--- src/rtl/isa_pkg.sv ---
// Instruction-set constants shared by the loader, its packer and the bench model.
// Field positions and err_code values also apply to the READBACK_VERIFY_EN build.
package isa_pkg;

    typedef enum logic [3:0] {
        MN_SUM    = 4'd0,
        MN_DAT1   = 4'd1,
        MN_DAT2   = 4'd2,
        MN_DAT3   = 4'd3,
        MN_RSD    = 4'd4,
        MN_SUMI   = 4'd5,
        MN_DAT1I  = 4'd6,
        MN_DAT2I  = 4'd7,
        MN_DAT3I  = 4'd8,
        MN_RSDI   = 4'd9,
        MN_SI     = 4'd10,
        MN_SCI    = 4'd11,
        MN_SCD    = 4'd12,
        MN_GDR    = 4'd13,
        MN_CRG    = 4'd14,
        MN_ILLEGAL = 4'd15
    } mnemonic_e;

    typedef enum logic [2:0] {
        ST_IDLE,
        ST_LOAD,
        ST_WRITE,
        ST_VERIFY,
        ST_DONE,
        ST_ERROR
    } state_e;

    localparam logic [1:0] TYPE_DATA = 2'b10;
    localparam logic [1:0] TYPE_MEM  = 2'b01;
    localparam logic [1:0] TYPE_CTRL = 2'b00;

    localparam logic [4:0] FUNC_DATA_RR_BASE  = 5'b00000;
    localparam logic [4:0] FUNC_DATA_IMM_BASE = 5'b11000;
    localparam logic [4:0] FUNC_SI  = 5'b00000;
    localparam logic [4:0] FUNC_SCI = 5'b00010;
    localparam logic [4:0] FUNC_SCD = 5'b00011;
    localparam logic [4:0] FUNC_GDR = 5'b00000;
    localparam logic [4:0] FUNC_CRG = 5'b00001;

    localparam int unsigned TYPE_MSB = 31;
    localparam int unsigned TYPE_LSB = 30;
    localparam int unsigned FUNC_MSB = 29;
    localparam int unsigned FUNC_LSB = 25;
    localparam int unsigned F1_MSB   = 24;
    localparam int unsigned F1_LSB   = 21;
    localparam int unsigned F2_MSB   = 20;
    localparam int unsigned F2_LSB   = 17;
    localparam int unsigned F3_MSB   = 16;
    localparam int unsigned F3_LSB   = 13;
    localparam int unsigned IMM_MSB  = 16;
    localparam int unsigned IMM_LSB  = 0;

    localparam logic [1:0] ERR_NONE     = 2'b00;
    localparam logic [1:0] ERR_ILLEGAL  = 2'b01;
    localparam logic [1:0] ERR_OVERFLOW = 2'b10;
    localparam logic [1:0] ERR_VERIFY   = 2'b11;

endpackage

--- src/rtl/instr_encoder_loader_if.sv ---
// Operation handshake plus IMEM write bus of the loader.
// READBACK_VERIFY_EN adds imem_rdata driven by the memory side.
interface instr_encoder_loader_if #(
    parameter int unsigned ADDR_W = 10
);
    logic              op_valid;
    logic              op_ready;
    logic [3:0]        mnemonic;
    logic [3:0]        rd;
    logic [3:0]        rs1;
    logic [3:0]        rs2;
    logic [16:0]       imm;
    logic              last;
    logic              imem_we;
    logic [ADDR_W-1:0] imem_addr;
    logic [31:0]       imem_wdata;
`ifdef READBACK_VERIFY_EN
    logic [31:0]       imem_rdata;
`endif

    modport slave (
        input  op_valid, mnemonic, rd, rs1, rs2, imm, last,
`ifdef READBACK_VERIFY_EN
        input  imem_rdata,
`endif
        output op_ready, imem_we, imem_addr, imem_wdata
    );

    modport master (
        output op_valid, mnemonic, rd, rs1, rs2, imm, last,
`ifdef READBACK_VERIFY_EN
        output imem_rdata,
`endif
        input  op_ready, imem_we, imem_addr, imem_wdata
    );

endinterface

--- src/rtl/instr_packer.sv ---
// Combinational mnemonic + register/immediate fields -> {legal, 32-bit instruction word}.
module instr_packer
    import isa_pkg::*;
(
    input  logic [3:0]  mnemonic_i,
    input  logic [3:0]  rd_i,
    input  logic [3:0]  rs1_i,
    input  logic [3:0]  rs2_i,
    input  logic [16:0] imm_i,
    output logic        legal_o,
    output logic [31:0] word_o
);

    always_comb begin
        word_o  = '0;
        legal_o = 1'b1;
        if (mnemonic_i <= MN_RSD) begin
            word_o[TYPE_MSB:TYPE_LSB] = TYPE_DATA;
            word_o[FUNC_MSB:FUNC_LSB] = FUNC_DATA_RR_BASE + 5'(mnemonic_i);
            word_o[F1_MSB:F1_LSB]     = rd_i;
            word_o[F2_MSB:F2_LSB]     = rs1_i;
            word_o[F3_MSB:F3_LSB]     = rs2_i;
        end else if (mnemonic_i <= MN_RSDI) begin
            word_o[TYPE_MSB:TYPE_LSB] = TYPE_DATA;
            word_o[FUNC_MSB:FUNC_LSB] = FUNC_DATA_IMM_BASE + 5'(mnemonic_i - MN_SUMI);
            word_o[F1_MSB:F1_LSB]     = rd_i;
            word_o[F2_MSB:F2_LSB]     = rs1_i;
            word_o[IMM_MSB:IMM_LSB]   = imm_i;
        end else if (mnemonic_i <= MN_SCD) begin
            // control words carry the two compared sources in the upper field slots
            word_o[TYPE_MSB:TYPE_LSB] = TYPE_CTRL;
            word_o[FUNC_MSB:FUNC_LSB] = (mnemonic_i == MN_SI)  ? FUNC_SI :
                                        (mnemonic_i == MN_SCI) ? FUNC_SCI : FUNC_SCD;
            word_o[F1_MSB:F1_LSB]     = rs1_i;
            word_o[F2_MSB:F2_LSB]     = rs2_i;
            word_o[IMM_MSB:IMM_LSB]   = imm_i;
        end else if (mnemonic_i <= MN_CRG) begin
            word_o[TYPE_MSB:TYPE_LSB] = TYPE_MEM;
            word_o[FUNC_MSB:FUNC_LSB] = (mnemonic_i == MN_GDR) ? FUNC_GDR : FUNC_CRG;
            word_o[F1_MSB:F1_LSB]     = rd_i;
            word_o[F2_MSB:F2_LSB]     = rs1_i;
            word_o[IMM_MSB:IMM_LSB]   = imm_i;
        end else begin
            legal_o = 1'b0;
        end
    end

endmodule

--- src/rtl/instr_encoder_loader.sv ---
// Boot loader: encodes handshaken operations and writes them sequentially into IMEM,
// holding the CPU in reset until done. READBACK_VERIFY_EN adds a two-cycle readback check.
module instr_encoder_loader
    import isa_pkg::*;
#(
    parameter int unsigned ADDR_W = 10,
    parameter int unsigned DEPTH  = 1024
) (
    input  logic                   clk,
    input  logic                   rst_n,
    input  logic                   start,
    instr_encoder_loader_if.slave  bus,
    output logic                   cpu_rst,
    output logic                   done,
    output logic                   err,
    output logic [1:0]             err_code
);

    state_e            state_q, state_d;
    logic [ADDR_W-1:0] addr_q, addr_d;
    logic [31:0]       wdata_q, wdata_d;
    logic              last_q, last_d;
    logic [1:0]        err_code_q, err_code_d;
`ifdef READBACK_VERIFY_EN
    logic              vphase_q, vphase_d;
`endif

    logic              legal;
    logic [31:0]       word;
    logic              accept;
    state_e            exit_state;
    logic [ADDR_W-1:0] exit_addr;
    logic [1:0]        exit_code;

    instr_packer u_packer (
        .mnemonic_i (bus.mnemonic),
        .rd_i       (bus.rd),
        .rs1_i      (bus.rs1),
        .rs2_i      (bus.rs2),
        .imm_i      (bus.imm),
        .legal_o    (legal),
        .word_o     (word)
    );

    // start takes priority over a same-cycle operation
    assign accept = (state_q == ST_LOAD) && bus.op_valid && !start;

    // decision taken once a word is committed (after WRITE, or after a clean VERIFY)
    always_comb begin
        exit_state = ST_LOAD;
        exit_addr  = addr_q + ADDR_W'(1);
        exit_code  = err_code_q;
        if (last_q) begin
            exit_state = ST_DONE;
            exit_addr  = addr_q;
        end else if (addr_q == ADDR_W'(DEPTH - 1)) begin
            exit_state = ST_ERROR;
            exit_addr  = addr_q;
            exit_code  = ERR_OVERFLOW;
        end
    end

    always_comb begin
        state_d      = state_q;
        addr_d       = addr_q;
        wdata_d      = wdata_q;
        last_d       = last_q;
        err_code_d   = err_code_q;
`ifdef READBACK_VERIFY_EN
        vphase_d     = vphase_q;
`endif
        bus.op_ready = 1'b0;
        bus.imem_we  = 1'b0;
        cpu_rst      = 1'b1;
        done         = 1'b0;
        err          = 1'b0;

        case (state_q)
            ST_IDLE: ;
            ST_LOAD: begin
                bus.op_ready = 1'b1;
                if (accept) begin
                    if (legal) begin
                        wdata_d = word;
                        last_d  = bus.last;
                        state_d = ST_WRITE;
                    end else begin
                        err_code_d = ERR_ILLEGAL;
                        state_d    = ST_ERROR;
                    end
                end
            end
            ST_WRITE: begin
                bus.imem_we = 1'b1;
`ifdef READBACK_VERIFY_EN
                vphase_d = 1'b0;
                state_d  = ST_VERIFY;
`else
                state_d    = exit_state;
                addr_d     = exit_addr;
                err_code_d = exit_code;
`endif
            end
            ST_VERIFY: begin
`ifdef READBACK_VERIFY_EN
                // first cycle only lets the read data settle; compare on the second
                if (!vphase_q) begin
                    vphase_d = 1'b1;
                end else if (bus.imem_rdata != wdata_q) begin
                    err_code_d = ERR_VERIFY;
                    state_d    = ST_ERROR;
                end else begin
                    state_d    = exit_state;
                    addr_d     = exit_addr;
                    err_code_d = exit_code;
                end
`else
                state_d = ST_IDLE;
`endif
            end
            ST_DONE: begin
                done    = 1'b1;
                cpu_rst = 1'b0;
            end
            ST_ERROR: begin
                err = 1'b1;
            end
            default: state_d = ST_IDLE;
        endcase

        if (start) begin
            state_d    = ST_LOAD;
            addr_d     = '0;
            err_code_d = ERR_NONE;
        end
    end

    always_ff @(posedge clk or negedge rst_n) begin
        if (!rst_n) begin
            state_q    <= ST_IDLE;
            addr_q     <= '0;
            wdata_q    <= '0;
            last_q     <= 1'b0;
            err_code_q <= ERR_NONE;
`ifdef READBACK_VERIFY_EN
            vphase_q   <= 1'b0;
`endif
        end else begin
            state_q    <= state_d;
            addr_q     <= addr_d;
            wdata_q    <= wdata_d;
            last_q     <= last_d;
            err_code_q <= err_code_d;
`ifdef READBACK_VERIFY_EN
            vphase_q   <= vphase_d;
`endif
        end
    end

    assign bus.imem_addr  = addr_q;
    assign bus.imem_wdata = wdata_q;
    assign err_code       = err_code_q;

endmodule

--- src/flat_wrapper.sv ---
// flat-port wrapper written by rule: the top's interface ports become plain ports
module instr_encoder_loader_flat import isa_pkg::*;
#(
    parameter int unsigned ADDR_W = 10,
    parameter int unsigned DEPTH  = 1024
)
  (clk, rst_n, start, cpu_rst, done, err, err_code, bus_op_valid, bus_mnemonic, bus_rd, bus_rs1, bus_rs2, bus_imm, bus_last, bus_op_ready, bus_imem_we, bus_imem_addr, bus_imem_wdata);
  instr_encoder_loader_if #(.ADDR_W(ADDR_W)) bus_i ();
  input  logic clk;
  input  logic rst_n;
  input  logic start;
  output logic cpu_rst;
  output logic done;
  output logic err;
  output logic [1:0] err_code;
  input wire logic [$bits(bus_i.op_valid)-1:0] bus_op_valid;
  input wire logic [$bits(bus_i.mnemonic)-1:0] bus_mnemonic;
  input wire logic [$bits(bus_i.rd)-1:0] bus_rd;
  input wire logic [$bits(bus_i.rs1)-1:0] bus_rs1;
  input wire logic [$bits(bus_i.rs2)-1:0] bus_rs2;
  input wire logic [$bits(bus_i.imm)-1:0] bus_imm;
  input wire logic [$bits(bus_i.last)-1:0] bus_last;
  output wire logic [$bits(bus_i.op_ready)-1:0] bus_op_ready;
  output wire logic [$bits(bus_i.imem_we)-1:0] bus_imem_we;
  output wire logic [$bits(bus_i.imem_addr)-1:0] bus_imem_addr;
  output wire logic [$bits(bus_i.imem_wdata)-1:0] bus_imem_wdata;
  assign bus_i.op_valid = bus_op_valid;
  assign bus_i.mnemonic = bus_mnemonic;
  assign bus_i.rd = bus_rd;
  assign bus_i.rs1 = bus_rs1;
  assign bus_i.rs2 = bus_rs2;
  assign bus_i.imm = bus_imm;
  assign bus_i.last = bus_last;
  assign bus_op_ready = bus_i.op_ready;
  assign bus_imem_we = bus_i.imem_we;
  assign bus_imem_addr = bus_i.imem_addr;
  assign bus_imem_wdata = bus_i.imem_wdata;
  instr_encoder_loader #(.ADDR_W(ADDR_W), .DEPTH(DEPTH)) u_core (.clk(clk), .rst_n(rst_n), .start(start), .bus(bus_i), .cpu_rst(cpu_rst), .done(done), .err(err), .err_code(err_code));
endmodule
--- config.mk ---
export PLATFORM = sky130hd
export DESIGN_NAME = instr_encoder_loader_flat
export DESIGN_NICKNAME = d
export VERILOG_FILES = /design/src/rtl/isa_pkg.sv /design/src/rtl/instr_encoder_loader_if.sv /design/src/rtl/instr_packer.sv /design/src/rtl/instr_encoder_loader.sv /design/src/flat_wrapper.sv
export SDC_FILE = /design/constraint.sdc
export NUM_CORES = 1
export LEC_CHECK = 0
export ABC_CLOCK_PERIOD_IN_PS = 2800
export CORE_ASPECT_RATIO = 0.7
export CORE_MARGIN = 4
export CORE_UTILIZATION = 48
export CTS_CLUSTER_DIAMETER = 200
export CTS_CLUSTER_SIZE = 40
export DETAILED_ROUTE_END_ITERATION = 12
export HOLD_SLACK_MARGIN = 0.1
export PLACE_DENSITY = 0.85
export SYNTH_ARGS = -nofsm -noshare
export SYNTH_HDL_FRONTEND = slang
export SYNTH_SLANG_ARGS = --single-unit
--- constraint.sdc ---
create_clock -name clk -period 2.8 [get_ports clk]
set_input_delay 0.56 -clock clk [delete_from_list [all_inputs] [get_ports clk]]
set_output_delay 0.56 -clock clk [all_outputs]
set_load 0.005 [all_outputs]
==> run_results.csv <==
group,metric,value,unit
layout,final_nets,397,
yosys,syn_nets,302,
sta,maxSlewHeadroom,0.550,
sta,worst_pin_slew,0.671,ns
yosys,synth_top_area_frac,0.493,
critical_path,crit_family,"buffers and inverters",
route,drc,0,
critical_path,cp_num_buf_inv,3,
place,dp_hpwl,4.91,mm
global_routing,grt_usage,0.216,
place,placed_cells,416,
route,dr_total_vias,2334,
power,power,1.80,mW
critical_path,cp_max_fo,8,
layout,final_layout_size_suffix_gt1_frac,0.0876,
critical_path,r2r-start,"u_core.state_q[2]",
sta,tns,0,ns
place,placed_area,3420,um^2
yosys,yosysMostFrequentCell,"dfrtp_1",
critical_path,critical_path_class,"input port to register",
sta,grt_setup_unrepaired,"false",
sta,clock.fmax,0.434,GHz
route,wl_per_cell,15.3,um
floorplan,dieArea,6300,um^2
sta,fin_skew,0.00887,ns
cts,ctsHoldBuffers,0,
worst_hold_path,min_path_type,"input port to asynchronous set/reset pin",
status,status,"finished, final reports clean",
sta,slew_violations,0,
yosys,synth_area_leaders,"dfrtp_1, nand2_1, nor2_1",
sta,min_period,2.30,ns
critical_path,crit_required,2.98,ns
power,max-vdd-ir-drop,0.000310,V
yosys,ys_seq_elements,48,
cts,h-tree-depth,2,
power,leakage,1.50,nW
place,port_buffers,86,
floorplan,chipHeight,67.6,um
critical_path,arrival,2.49,ns
floorplan,ioPinCount,87,
cts,cts_setup_buffers,0,
layout,num_antenna_cells,0,
route,viasPerCell,5.52,
critical_path,max_stage_delay,0.59,ns
layout,area_delta_synth_final,43.5,%
yosys,ys.flop_type,"dfrtp_1",
yosys,ys_warn_count,0,
global_routing,grt_pass1_vias,2209,
yosys,synthCells,259,
global_routing,antenna_found_initial,0,
route,wl,6.48,mm
route,drt_iter0_markers,127,
cts,clkLatencyLatePin,0.30,ns
cts,clkTransAtPathRegs,0.09,ns
cts,cts_made_buffers,5,
global_routing,grt_max_degree,49,
yosys,synth-async-reset-ratio,1.00,
cts,cts_tree,"done",
yosys,syn_avg_cell_area,9.42,um^2
critical_path,crit_chain,"clkdlybuf4s50_1 > inv_1 > ha_1 > or4b_1 > buf_4 > a32oi_1 > a21oi_1",
cts,clk_path_buf_depth,2,
critical_path,startpoint,"bus_mnemonic[0]",
global_routing,grt_first_pass_wirelength,10.6,mm
yosys,synth_common_cells,"dfrtp_1, nand2_1, nor2_1",
route,route.antenna.remaining_nets,0,
place,routabilityCongestion,0.862,
power,p_per_area,516,nW/um^2
floorplan,initial_core_util,0.504,
layout,layoutNonFillerInstCount,423,
floorplan,core.rowCount,21,
layout,postLayoutCoreUtil,0.724,
yosys,syn_area,2440,um^2
yosys,synth_largest_area_cell,"dfrtp_1",
yosys,yosysUniqueCellTypes,54,
critical_path,crit_path_end_kind,"register",
place,place_ws,0.205,ns
floorplan,core-area,4830,um^2
sta,final_hold_viol_count,0,
route,drt_pre_antenna_iters,4,
cts,cts_num_sinks,48,
yosys,synth-edff-count,0,
run,drv_cap,0,
cts,cts_resized,0,
critical_path,cpMaxStageDelayCell,"or4b_1",
yosys,yosysSeqAreaShare,0.493,
sta,layout_setup_ws,0.497,ns
floorplan,dieWidth,93.2,um
sta,setup_viol,0,
global_routing,overflow,0,
layout,final_cell_area,3500,um^2
sta,holdWs,0.341,ns
cts,ctsRootBufferMaster,"clkbuf_8",
sta,fin_crit_sh,0.822,
critical_path,cp-start-kind,"input port",
[layer usage]
layer / share of wire / vias to the layer above / GRT usage
met5: 0 / - / 0
met4: 0.0066 / 0 / 0.0439
met3: 0.084 / 5 / 0.0635
met2: 0.46 / 93 / 0.346
met1: 0.45 / 1109 / 0.293
li1: - / 1127 / -
[state kept, by name, summed over array words and instances, names as in the netlist]
signal and flops:
u_core.last_q 1, u_core.bus.imem_wdata 32, u_core.bus.imem_addr 10, u_core.state_q 3
u_core.err_code 2
[kinds of logic after synthesis]
kind of cell	after synthesis	share of synthesized area
simple gates	121	0.239
mux	3	0.0128
buf+inv	21	0.0405
fa+ha+maj	5	0.0257
compound gates	57	0.175
flops	48	0.493
xor+xnor	4	0.0144
[power by group]
group          internal (mW)  switching, mW  total, mW
combinational          0.324          0.208      0.532
clock                  0.170          0.221      0.391
sequential             0.807         0.0734      0.880
[path summary, 6_finish.rpt]
check                                             to  cells after the start  slack, ns
min in group clk            u_core.bus.imem_wdata[4]                      2       0.47
min reg2reg                 u_core.bus.imem_wdata[4]                      2       0.47
max                        u_core.bus.imem_wdata[19]                      7       0.50
max reg2reg                  u_core.bus.imem_addr[4]                      4       0.98
max in group asynchronous  u_core.bus.imem_wdata[15]                      2       2.05
min                          u_core.bus.imem_addr[7]                      2       0.34
[layout by cell type (no fill, tap or decap), types with 3 or more instances in the layout]
cell	synthesis	layout
a32oi_1	8	8
nand4_1	3	3
nand3_1	20	20
o21ai_0	5	5
o21ai_1	3	3
buf_4	1	14
inv_1	7	7
a21oi_1	11	11
nand2b_1	3	3
nor2_1	27	27
o211ai_1	3	3
nor3_1	5	5
a31oi_1	7	7
dfrtp_1	48	48
clkdlybuf4s50_1	0	85
nand2_1	46	46
xnor2_1	3	3
o41ai_1	3	3
ha_1	5	5
clkbuf_8	0	5
[cell type report]
type / instances / area [um^2]
tap: 69 / 86.3
timing repair buffer: 100 / 961
multi-input combinational: 190 / 1140
inverter: 9 / 33.8
sequential: 48 / 1200
clock inverter: 1 / 5.00
clock buffer: 6 / 72.6
fill: 412 / 1340
Power figures use the tool's default switching activity.
